===== src/rtl/cpu_pkg.sv =====
`default_nettype none
// ============================================================================
//  Module   : cpu_pkg
//  Brief    : Types and constants shared by the program-counter unit
//  Revision : 1.0 - initial release
// ============================================================================
package cpu_pkg;

  // Fetch sequencer state: one idle cycle after reset, then fetching forever
  typedef enum logic [0:0] {
    BOOT = 1'b0,
    RUN  = 1'b1
  } pc_state_e;

  // Byte distance between consecutive instructions
  localparam int unsigned PC_INC = 4;

  // Instruction addresses must be word aligned
  function automatic logic is_misaligned(input logic [1:0] addr_lo);
    return (addr_lo != 2'b00);
  endfunction

endpackage
`default_nettype wire


===== src/rtl/pc_ras.sv =====
`default_nettype none
// ============================================================================
//  Module   : pc_ras
//  Brief    : Circular return-address stack; a push onto a full stack
//             overwrites the oldest entry, a push+pop replaces the top entry
//  Revision : 1.0 - initial release
// ============================================================================
module pc_ras #(
  parameter int WIDTH     = 32,
  parameter int RAS_DEPTH = 4
) (
  input  logic             clk,
  input  logic             rst,
  input  logic             push_i,
  input  logic             pop_i,
  input  logic [WIDTH-1:0] push_data_i,
  output logic [WIDTH-1:0] top_o,
  output logic             empty_o,
  output logic             full_o
);

  localparam int PTR_W = $clog2(RAS_DEPTH);
  localparam logic [PTR_W:0] CNT_MAX = (PTR_W+1)'(RAS_DEPTH);

  logic [WIDTH-1:0] mem_q [RAS_DEPTH];
  logic [PTR_W-1:0] ptr_q;      // index of the current top entry
  logic [PTR_W:0]   cnt_q;
  logic [PTR_W-1:0] ptr_inc;
  logic [PTR_W-1:0] wr_idx;
  logic             pop_ok;

  assign empty_o = (cnt_q == '0);
  assign full_o  = (cnt_q == CNT_MAX);
  assign top_o   = mem_q[ptr_q];
  assign pop_ok  = pop_i && !empty_o;
  assign ptr_inc = ptr_q + PTR_W'(1);
  // Pop-then-push lands on the slot just vacated, i.e. the current top
  assign wr_idx  = pop_ok ? ptr_q : ptr_inc;

  // Top pointer and occupancy; power-of-two depth makes the pointer wrap
  always_ff @(posedge clk or posedge rst) begin
    if (rst) begin
      ptr_q <= '0;
      cnt_q <= '0;
    end else if (push_i && pop_ok) begin
      ptr_q <= ptr_q;
      cnt_q <= cnt_q;
    end else if (push_i) begin
      ptr_q <= ptr_inc;
      if (!full_o) begin
        cnt_q <= cnt_q + (PTR_W+1)'(1);
      end
    end else if (pop_ok) begin
      ptr_q <= ptr_q - PTR_W'(1);
      cnt_q <= cnt_q - (PTR_W+1)'(1);
    end
  end

  // Entry storage; contents are meaningless while the count is zero
  always_ff @(posedge clk) begin
    if (push_i) begin
      mem_q[wr_idx] <= push_data_i;
    end
  end

endmodule
`default_nettype wire


===== src/rtl/pc_unit.sv =====
`default_nettype none
// ============================================================================
//  Module   : pc_unit
//  Brief    : Program counter with exception/return-from-exception, branch
//             redirect, call/return prediction stack and alignment checking
//  Revision : 1.0 - initial release
// ============================================================================
module pc_unit #(
  parameter int               WIDTH     = 32,
  parameter logic [WIDTH-1:0] RESET_VEC = '0,
  parameter logic [WIDTH-1:0] EXC_VEC   = 'h80,
  parameter int               RAS_DEPTH = 4
) (
  input  logic             clk,
  input  logic             rst,
  input  logic             stall,
  input  logic             fetch_ready,
  input  logic             redirect_valid,
  input  logic [WIDTH-1:0] redirect_target,
  input  logic             call,
  input  logic             ret,
  input  logic             exc_valid,
  input  logic [WIDTH-1:0] exc_pc,
  input  logic             eret,
  output logic [WIDTH-1:0] pc_out,
  output logic             fetch_valid,
  output logic [WIDTH-1:0] epc,
  output logic             ras_empty,
  output logic             misalign_err,
  output logic             ras_underflow
);

  import cpu_pkg::*;

  localparam logic [WIDTH-1:0] PC_STEP = WIDTH'(PC_INC);

  pc_state_e        state_q, state_d;
  logic [WIDTH-1:0] pc_q, pc_d;
  logic [WIDTH-1:0] epc_q, epc_d;
  logic             mis_q, mis_d;
  logic             unf_q, unf_d;

  logic             ras_push, ras_pop;
  logic [WIDTH-1:0] ras_top;
  logic             ras_full;
  logic [WIDTH-1:0] seq_pc;

  assign seq_pc        = pc_q + PC_STEP;
  assign pc_out        = pc_q;
  assign epc           = epc_q;
  assign fetch_valid   = (state_q == RUN);
  assign misalign_err  = mis_q;
  assign ras_underflow = unf_q;

  pc_ras #(
    .WIDTH     (WIDTH),
    .RAS_DEPTH (RAS_DEPTH)
  ) u_ras (
    .clk         (clk),
    .rst         (rst),
    .push_i      (ras_push),
    .pop_i       (ras_pop),
    .push_data_i (seq_pc),
    .top_o       (ras_top),
    .empty_o     (ras_empty),
    .full_o      (ras_full)
  );

  // Register the sequencer state, PC, exception PC and the event pulses
  always_ff @(posedge clk or posedge rst) begin
    if (rst) begin
      state_q <= BOOT;
      pc_q    <= RESET_VEC;
      epc_q   <= '0;
      mis_q   <= 1'b0;
      unf_q   <= 1'b0;
    end else begin
      state_q <= state_d;
      pc_q    <= pc_d;
      epc_q   <= epc_d;
      mis_q   <= mis_d;
      unf_q   <= unf_d;
    end
  end

  // Prioritised next-PC selection and stack control
  always_comb begin
    state_d  = state_q;
    pc_d     = pc_q;
    epc_d    = epc_q;
    mis_d    = 1'b0;
    unf_d    = 1'b0;
    ras_push = 1'b0;
    ras_pop  = 1'b0;
    case (state_q)
      BOOT: begin
        state_d = RUN;
      end
      RUN: begin
        if (exc_valid) begin
          pc_d  = EXC_VEC;
          epc_d = exc_pc;
        end else if (eret) begin
          if (is_misaligned(epc_q[1:0])) begin
            pc_d  = EXC_VEC;
            mis_d = 1'b1;
          end else begin
            pc_d = epc_q;
          end
        end else if (redirect_valid) begin
          // A faulting branch never reaches its target, so its call is dropped
          if (is_misaligned(redirect_target[1:0])) begin
            pc_d  = EXC_VEC;
            epc_d = redirect_target;
            mis_d = 1'b1;
          end else begin
            pc_d     = redirect_target;
            ras_push = call;
            ras_pop  = call && ret && !ras_empty;
          end
        end else if (ret) begin
          if (ras_empty) begin
            unf_d = 1'b1;
          end else if (!stall) begin
            ras_pop = 1'b1;
            if (is_misaligned(ras_top[1:0])) begin
              pc_d  = EXC_VEC;
              epc_d = ras_top;
              mis_d = 1'b1;
            end else begin
              pc_d = ras_top;
            end
          end
        end else if (fetch_ready && !stall) begin
          pc_d = seq_pc;
        end
      end
      default: begin
        state_d = BOOT;
      end
    endcase
  end

endmodule
`default_nettype wire


===== config.mk =====
export PLATFORM = sky130hd
export DESIGN_NAME = pc_unit
export DESIGN_NICKNAME = d
export VERILOG_FILES = /design/src/rtl/cpu_pkg.sv /design/src/rtl/pc_ras.sv /design/src/rtl/pc_unit.sv
export SDC_FILE = /design/constraint.sdc
export NUM_CORES = 1
export LEC_CHECK = 0
export ABC_AREA = 0
export ABC_CLOCK_PERIOD_IN_PS = 5000
export BUFFER_PORTS_ARGS = -buffer_cell sky130_fd_sc_hd__buf_2
export CORE_AREA = 2 2 145 147
export DETAILED_ROUTE_END_ITERATION = 16
export DIE_AREA = 0 0 147 149
export PLACE_DENSITY = 0.76
export SYNTH_ARGS = -nofsm -noshare
export SYNTH_HDL_FRONTEND = slang
export SYNTH_SLANG_ARGS = --single-unit
export TNS_END_PERCENT = 50

===== constraint.sdc =====
create_clock -name clk -period 5 [get_ports clk]
set_input_delay 0.25 -clock clk [delete_from_list [all_inputs] [get_ports clk]]
set_output_delay 0.25 -clock clk [all_outputs]
set_load 0.1 [all_outputs]

== Yosys cells after proc, flatten, opt, wreduce, memory -nomap -nowiden ==
Memories as Yosys holds them, arrays and structs flattened.
Index checks and enable logic that the tools add are counted.
Storage, ports and cells
  register bits: 72
  RAM bits: 128
  input port bits: 73
  output and inout port bits: 68
  word-level logic and storage cells: 96
  memories kept: 1
Memory list
  u_ras.mem_q: depth 4, width 32, rd ports 1, clocked after memory_dff 0, write ports 1, line pc_ras.sv:25  | logic [WIDTH-1:0] mem_q [RAS_DEPTH];
Cells by class
  add/subtract/negate cells: 5
  equal/unequal tests: 8
  multiplexer cells: 55
  bitwise gates (word level): 1
  reductions and logical operators: 19
Operator list (count)
  32-bit 2-to-1 mux: 18
  32-bit by 3-bit adder with 32-bit output, second input constant: 1
  1-bit 2-to-1 mux: 31
  3-bit 2-to-1 mux: 3
  2-bit nonzero test: 4
  7-bit AND reduction: 1
  2-bit 2-to-1 mux: 3
  3-bit by 1-bit != test with 1-bit output, second input constant: 2
  3-bit nonzero test: 2
  1-bit logical AND: 5
  5-bit by 3-bit != test with 1-bit output, second input constant: 1
  5-bit != test, second input constant: 1
  5-bit nonzero test: 1
  2-bit != test, second input constant: 2
  4-bit AND reduction: 1
  3-bit by 1-bit adder with 3-bit output, second input constant: 1
  3-bit equality test, second input constant: 1
  3-bit zero test: 1
  3-bit != test, second input constant: 1
  3-bit AND reduction: 1
  3-bit by 1-bit subtractor with 3-bit output, second input constant: 1
  2-bit by 1-bit adder with 2-bit output, second input constant: 1
  1-bit zero test: 2
  2-bit AND reduction: 1
  other kinds (2): 2

== Longest topological paths before layout ==
  word-level depth: 12
  gate-level depth with buffers: 8
  mapped depth without buffers: 7

== Cells and area by module ==
Synthesis repeated with hierarchy kept, for this count alone.
Unflattened totals
  cell total of the unflattened synthesis: 757
  area, all modules: 9923.3 um^2
Modules (own cells, without submodules)
  pc_ras: instances 1, cells each 209, area each 5037.3 um^2, sequential area each 3968.8 um^2
  pc_unit: instances 1, cells each 548, area each 4885.9 um^2, sequential area each 1676.6 um^2

== Worst setup path before layout ==
No wires, ideal clock.
  kind: reg-to-reg
  from: register u_ras.cnt_q[0]
  to: memory u_ras.mem_q[0][0] (enable)
  library setup time: 432 ps
  data arrival time: 4625 ps
  data required time: 4568 ps
  slack: -57 ps
  stages on the path, launching flop included: 5
  path buffers: 0
  period minus slack after synthesis: 5057 ps
  cell sequence: dfrtp_1 -> nor3_1 -> a2111o_1 -> nand3_1 -> a21oi_1
On the way
  word-level cells in the longest chain between the ends: 10
  elaborated cells between the ends (all ways): 12
  those cells by class: mux: 8; reduce/logical: 4
RTL lines
  from (decl): line pc_ras.sv:27  | logic [PTR_W:0] cnt_q;
  from (signal assigned): line pc_ras.sv:47  | cnt_q <= cnt_q;
  from (signal assigned): line pc_ras.sv:51  | cnt_q <= cnt_q + (PTR_W+1)'(1);
  from (signal assigned): line pc_ras.sv:55  | cnt_q <= cnt_q - (PTR_W+1)'(1);
  3-bit zero test (*): line pc_ras.sv:32  | assign empty_o = (cnt_q == '0);
  via ras_empty: line pc_unit.sv:28  | output logic ras_empty,
  1-bit zero test: line pc_ras.sv:35, pc_unit.sv:119
  1-bit logical AND: line pc_unit.sv:119  | ras_pop = call && ret && !ras_empty;
  1-bit 2-to-1 mux: line pc_unit.sv:112  | if (is_misaligned(redirect_target[1:0])) begin
  1-bit 2-to-1 mux: line pc_unit.sv:110  | end else if (redirect_valid) begin
  1-bit 2-to-1 mux: line pc_unit.sv:103  | end else if (eret) begin
  1-bit 2-to-1 mux: line pc_unit.sv:100  | if (exc_valid) begin
  1-bit 2-to-1 mux: line pc_unit.sv:95  | case (state_q)
  1-bit logical AND (*): line pc_ras.sv:35  | assign pop_ok = pop_i && !empty_o;
  2-bit 2-to-1 mux (*): line pc_ras.sv:38  | assign wr_idx = pop_ok ? ptr_q : ptr_inc;
  to (decl): line pc_ras.sv:25
Mark *: on every way through the listed nets, which the timed path passes. The rest lies on a longest branch.

== Worst setup path in the final report ==
  from: register state_q, in the netlist fetch_valid
  to: memory u_ras.mem_q[3][27] (enable)
On the way
  word-level cells in the longest chain between the ends: 3
  elaborated cells between the ends (all ways): 6
  those cells by class: mux: 5; reduce/logical: 1
RTL lines
  from (decl): line pc_unit.sv:37  | pc_state_e state_q, state_d;
  from (signal assigned): line pc_unit.sv:78  | state_q <= state_d;
  1-bit 2-to-1 mux: line pc_unit.sv:95
  1-bit 2-to-1 mux or 1-bit logical AND (tied branches): line pc_ras.sv:61, pc_ras.sv:35
  1-bit 2-to-1 mux (implied by the code) or 2-bit 2-to-1 mux (tied branches): line pc_ras.sv:62, pc_ras.sv:38
Several ways; a longest one is shown, not always the timed one.

==> results.sh <==
export IMPL_htreeDepth=4
export IMPL_nets=981
export IMPL_path_clk_slew_ns=0.07
export IMPL_max_cap_viol_count=0
export IMPL_cts_root_buffer_cell="clkbuf_16"
export IMPL_timing_fmax_mhz=302.6
export IMPL_fillerInstances=1728
export IMPL_routed_via_count=7470
export IMPL_antenna_found_initial=0
export IMPL_numCtsBuffers=17
export IMPL_vias_per_cell=6.267
export IMPL_mostFrequentLayoutCell="buf_2"
export IMPL_synth_cell_type_count=71
export IMPL_crit_arrival_ns=3.43
export IMPL_die_w_um=147
export IMPL_cts_hold_buf=1
export IMPL_ys_seq_area_share_pct=56.73
export IMPL_drt_pass1_iterations=7
export IMPL_num_rows=53
export IMPL_end_kind="flop"
export IMPL_n_antenna_cell=0
export IMPL_hold_viol=0
export IMPL_grt_pass1_vias=7099
export IMPL_cts_resized=0
export IMPL_async_reset_ff_share_pct=36.00
export IMPL_yosys_top_cells_area="edfxtp_1, dfrtp_1, mux4_2, mux2i_1, mux2_1"
export IMPL_hp_class="input pin to flop"
export IMPL_setup_tns_ns=0
export IMPL_ys_flop_type="edfxtp_1"
export IMPL_multi_input_area_um2=4046
export IMPL_fin_skew_ns=0.01205
export IMPL_cts_tree="done"
export IMPL_drc=0
export IMPL_rsz0062_at_grt="no"
export IMPL_setup_viol=0
export IMPL_grt_first_pass_wirelength_mm=42.17
export IMPL_p_leak_nw=4.473
export IMPL_slew_headroom_pct=15.86
export IMPL_synth_edf_count=128
export IMPL_synth_cell_area_um2=9951
export IMPL_finalCritPeriodShare_pct=66.10
export IMPL_power_density_nw_per_um2=492.1
export IMPL_wl_per_cell_um=23.41
export IMPL_core_area_um2=20560
export IMPL_yosysWarnings=0
export IMPL_postRouteAntennaNets=0
export IMPL_ios=141
export IMPL_drive_gt1_share_pct=27.59
export IMPL_synth_cells=776
export IMPL_overflow=0
export IMPL_period_minus_slack_ns=3.305
export IMPL_dieHeight_um=149
export IMPL_path_cells="nor2b_1 > nand3_1 > inv_2 > nand2_1 > nor2_2 > buf_4"
export IMPL_status="completed"
export IMPL_worst_slew_pin_transition_ns=1.262
export IMPL_grt_usage_pct=25.76
export IMPL_fin_total_pwr_mw=5.679
export IMPL_required_ns=5.12
export IMPL_post_cts_setup_buffers=0
export IMPL_final_core_util_pct=56.14
export IMPL_syn_num_nets=853
export IMPL_synth_top_area_share_pct=38.63
export IMPL_placed_cell_area_um2=10950
export IMPL_cp_max_fo=19
export IMPL_path_class="flop to flop"
export IMPL_critPathSlowestCell="nor2_2"
export IMPL_slew_viol_final=0
export IMPL_peakVddDrop_mv=0.3394
export IMPL_ys_ff_latch=200
export IMPL_fin_area_um2=11540
export IMPL_syn_avg_cell_area_um2=12.82
export IMPL_dieArea_um2=21900
export IMPL_most_common_layout_cells="buf_2, edfxtp_1, nand2_1, dfrtp_1, o21ai_0"
export IMPL_place_hpwl_mm=19.11
export IMPL_critPathMaxStageDelay_ns=0.63
export IMPL_start_util_pct=48.41
export IMPL_drt_wl_total_mm=27.91
export IMPL_port_buffers=140
export IMPL_gp_congestion=0.8945
export IMPL_ff_latch_area_um2=5647
export IMPL_grt_max_degree=39
export IMPL_cts_sinks=200
export IMPL_drt_iter0_markers=886
export IMPL_ctsLongestPathBuffers=2
export IMPL_insertion_delay_ns=0.45
export IMPL_startpoint_type="flop"
export IMPL_syn_to_final_growth_pct=15.98
export IMPL_synth_top_area_cell="edfxtp_1"
report_power, final:
group          switching [mW]  internal [mW]  leakage, nW
logic                    1.52          0.601         2.08
registers               0.257           1.92         2.10
clock network           0.672          0.711        0.286
total                    2.45           3.23         4.47
sequential cells by signal (all words and copies together) (netlist names):
register	count
u_ras.ptr_q	2
misalign_err	1
ras_underflow	1
epc	32
pc_out	32
fetch_valid	1
u_ras.mem_q	128
u_ras.cnt_q	3
kinds of logic (layout without fill, tap and decap cells):
family          count (synthesis)  after routing  share of synthesized area, %
mux                           102            102                         14.72
other cells                     1              1                       0.03769
fa+ha+maj                       4              4                        0.5784
buf+inv                        71            212                         3.093
flops                         200            200                         56.73
simple gates                  210            210                         10.75
xor+xnor                       34             34                         2.993
compound gates                154            154                         11.09
path summary, 6_finish.rpt:
kind	start	end	slack, ns	depth (start not counted)
setup / recovery	fetch_valid$_DFF_PP0_	u_ras.mem_q[3][27]$_DFFE_PP_	1.70	6
hold / removal	redirect_target[22]	pc_out[22]$_DFFE_PP0P_	0.08	3
setup reg to reg	fetch_valid$_DFF_PP0_	u_ras.mem_q[3][27]$_DFFE_PP_	1.70	6
hold reg to reg	epc[8]$_DFFE_PP0P_	epc[8]$_DFFE_PP0P_	0.53	1
max in group asynchronous	rst	pc_out[23]$_DFFE_PP0P_	3.61	4
min in group asynchronous	rst	epc[14]$_DFFE_PP0P_	0.40	3
worst max-delay path: cells and delay by family, from the launching register on:
family | cells | cell delay, ns
flops | 1 | 0.59
simple gates | 4 | 1.73
buf+inv | 2 | 0.66
through the flow:
step | setup slack, ns | instances | hold WS [ns]
after floorplan | 0.7887 | 776 | 0.4278
after global placement | 1.468 | 1159 | 0.3472
after detailed placement | 1.424 | 1159 | 0.3494
after CTS | 1.743 | 1192 | 0.08016
after global routing | 1.507 | 1192 | 0.1203
final | 1.695 | 1192 | 0.08375
Yosys cell counts, types with 4 or more instances:
cell	instances
edfxtp_1	128
dfrtp_1	72
nand2_1	71
o21ai_0	45
mux2i_1	35
mux4_2	32
nor2_1	31
mux2_1	29
clkbuf_1	27
nand3_1	24
xnor2_1	24
inv_1	21
a21oi_1	18
nand4_1	17
a22oi_1	15
nor3_1	15
xor2_1	10
buf_2	9
a221oi_1	8
and2_1	8
a211o_1	7
a22o_1	7
a32oi_1	7
and3_1	7
buf_1	7
nor4_1	7
a222oi_1	6
mux2_2	6
a221o_1	5
a311o_1	4
a31o_2	4
nand3b_1	4
metal layers:
metal,vias to the layer above,GRT usage [%],wire length [um]
li1,3271,-,-
met1,3695,35.92,11060
met2,442,40.59,13290
met3,62,4.771,2730
met4,0,10.05,838
met5,-,0,0
area by class of cell:
| cell class | instances | share of cell area, % |
|---|---|---|
| Clock inverter | 14 | 1.355 |
| Sequential cell | 200 | 48.93 |
| Tap cell | 275 | 2.981 |
| Multi-Input combinational cell | 505 | 35.06 |
| Inverter | 23 | 0.7589 |
| Clock buffer | 18 | 3.719 |
| Timing Repair Buffer | 157 | 7.199 |
(Power assumes the default switching activity.)
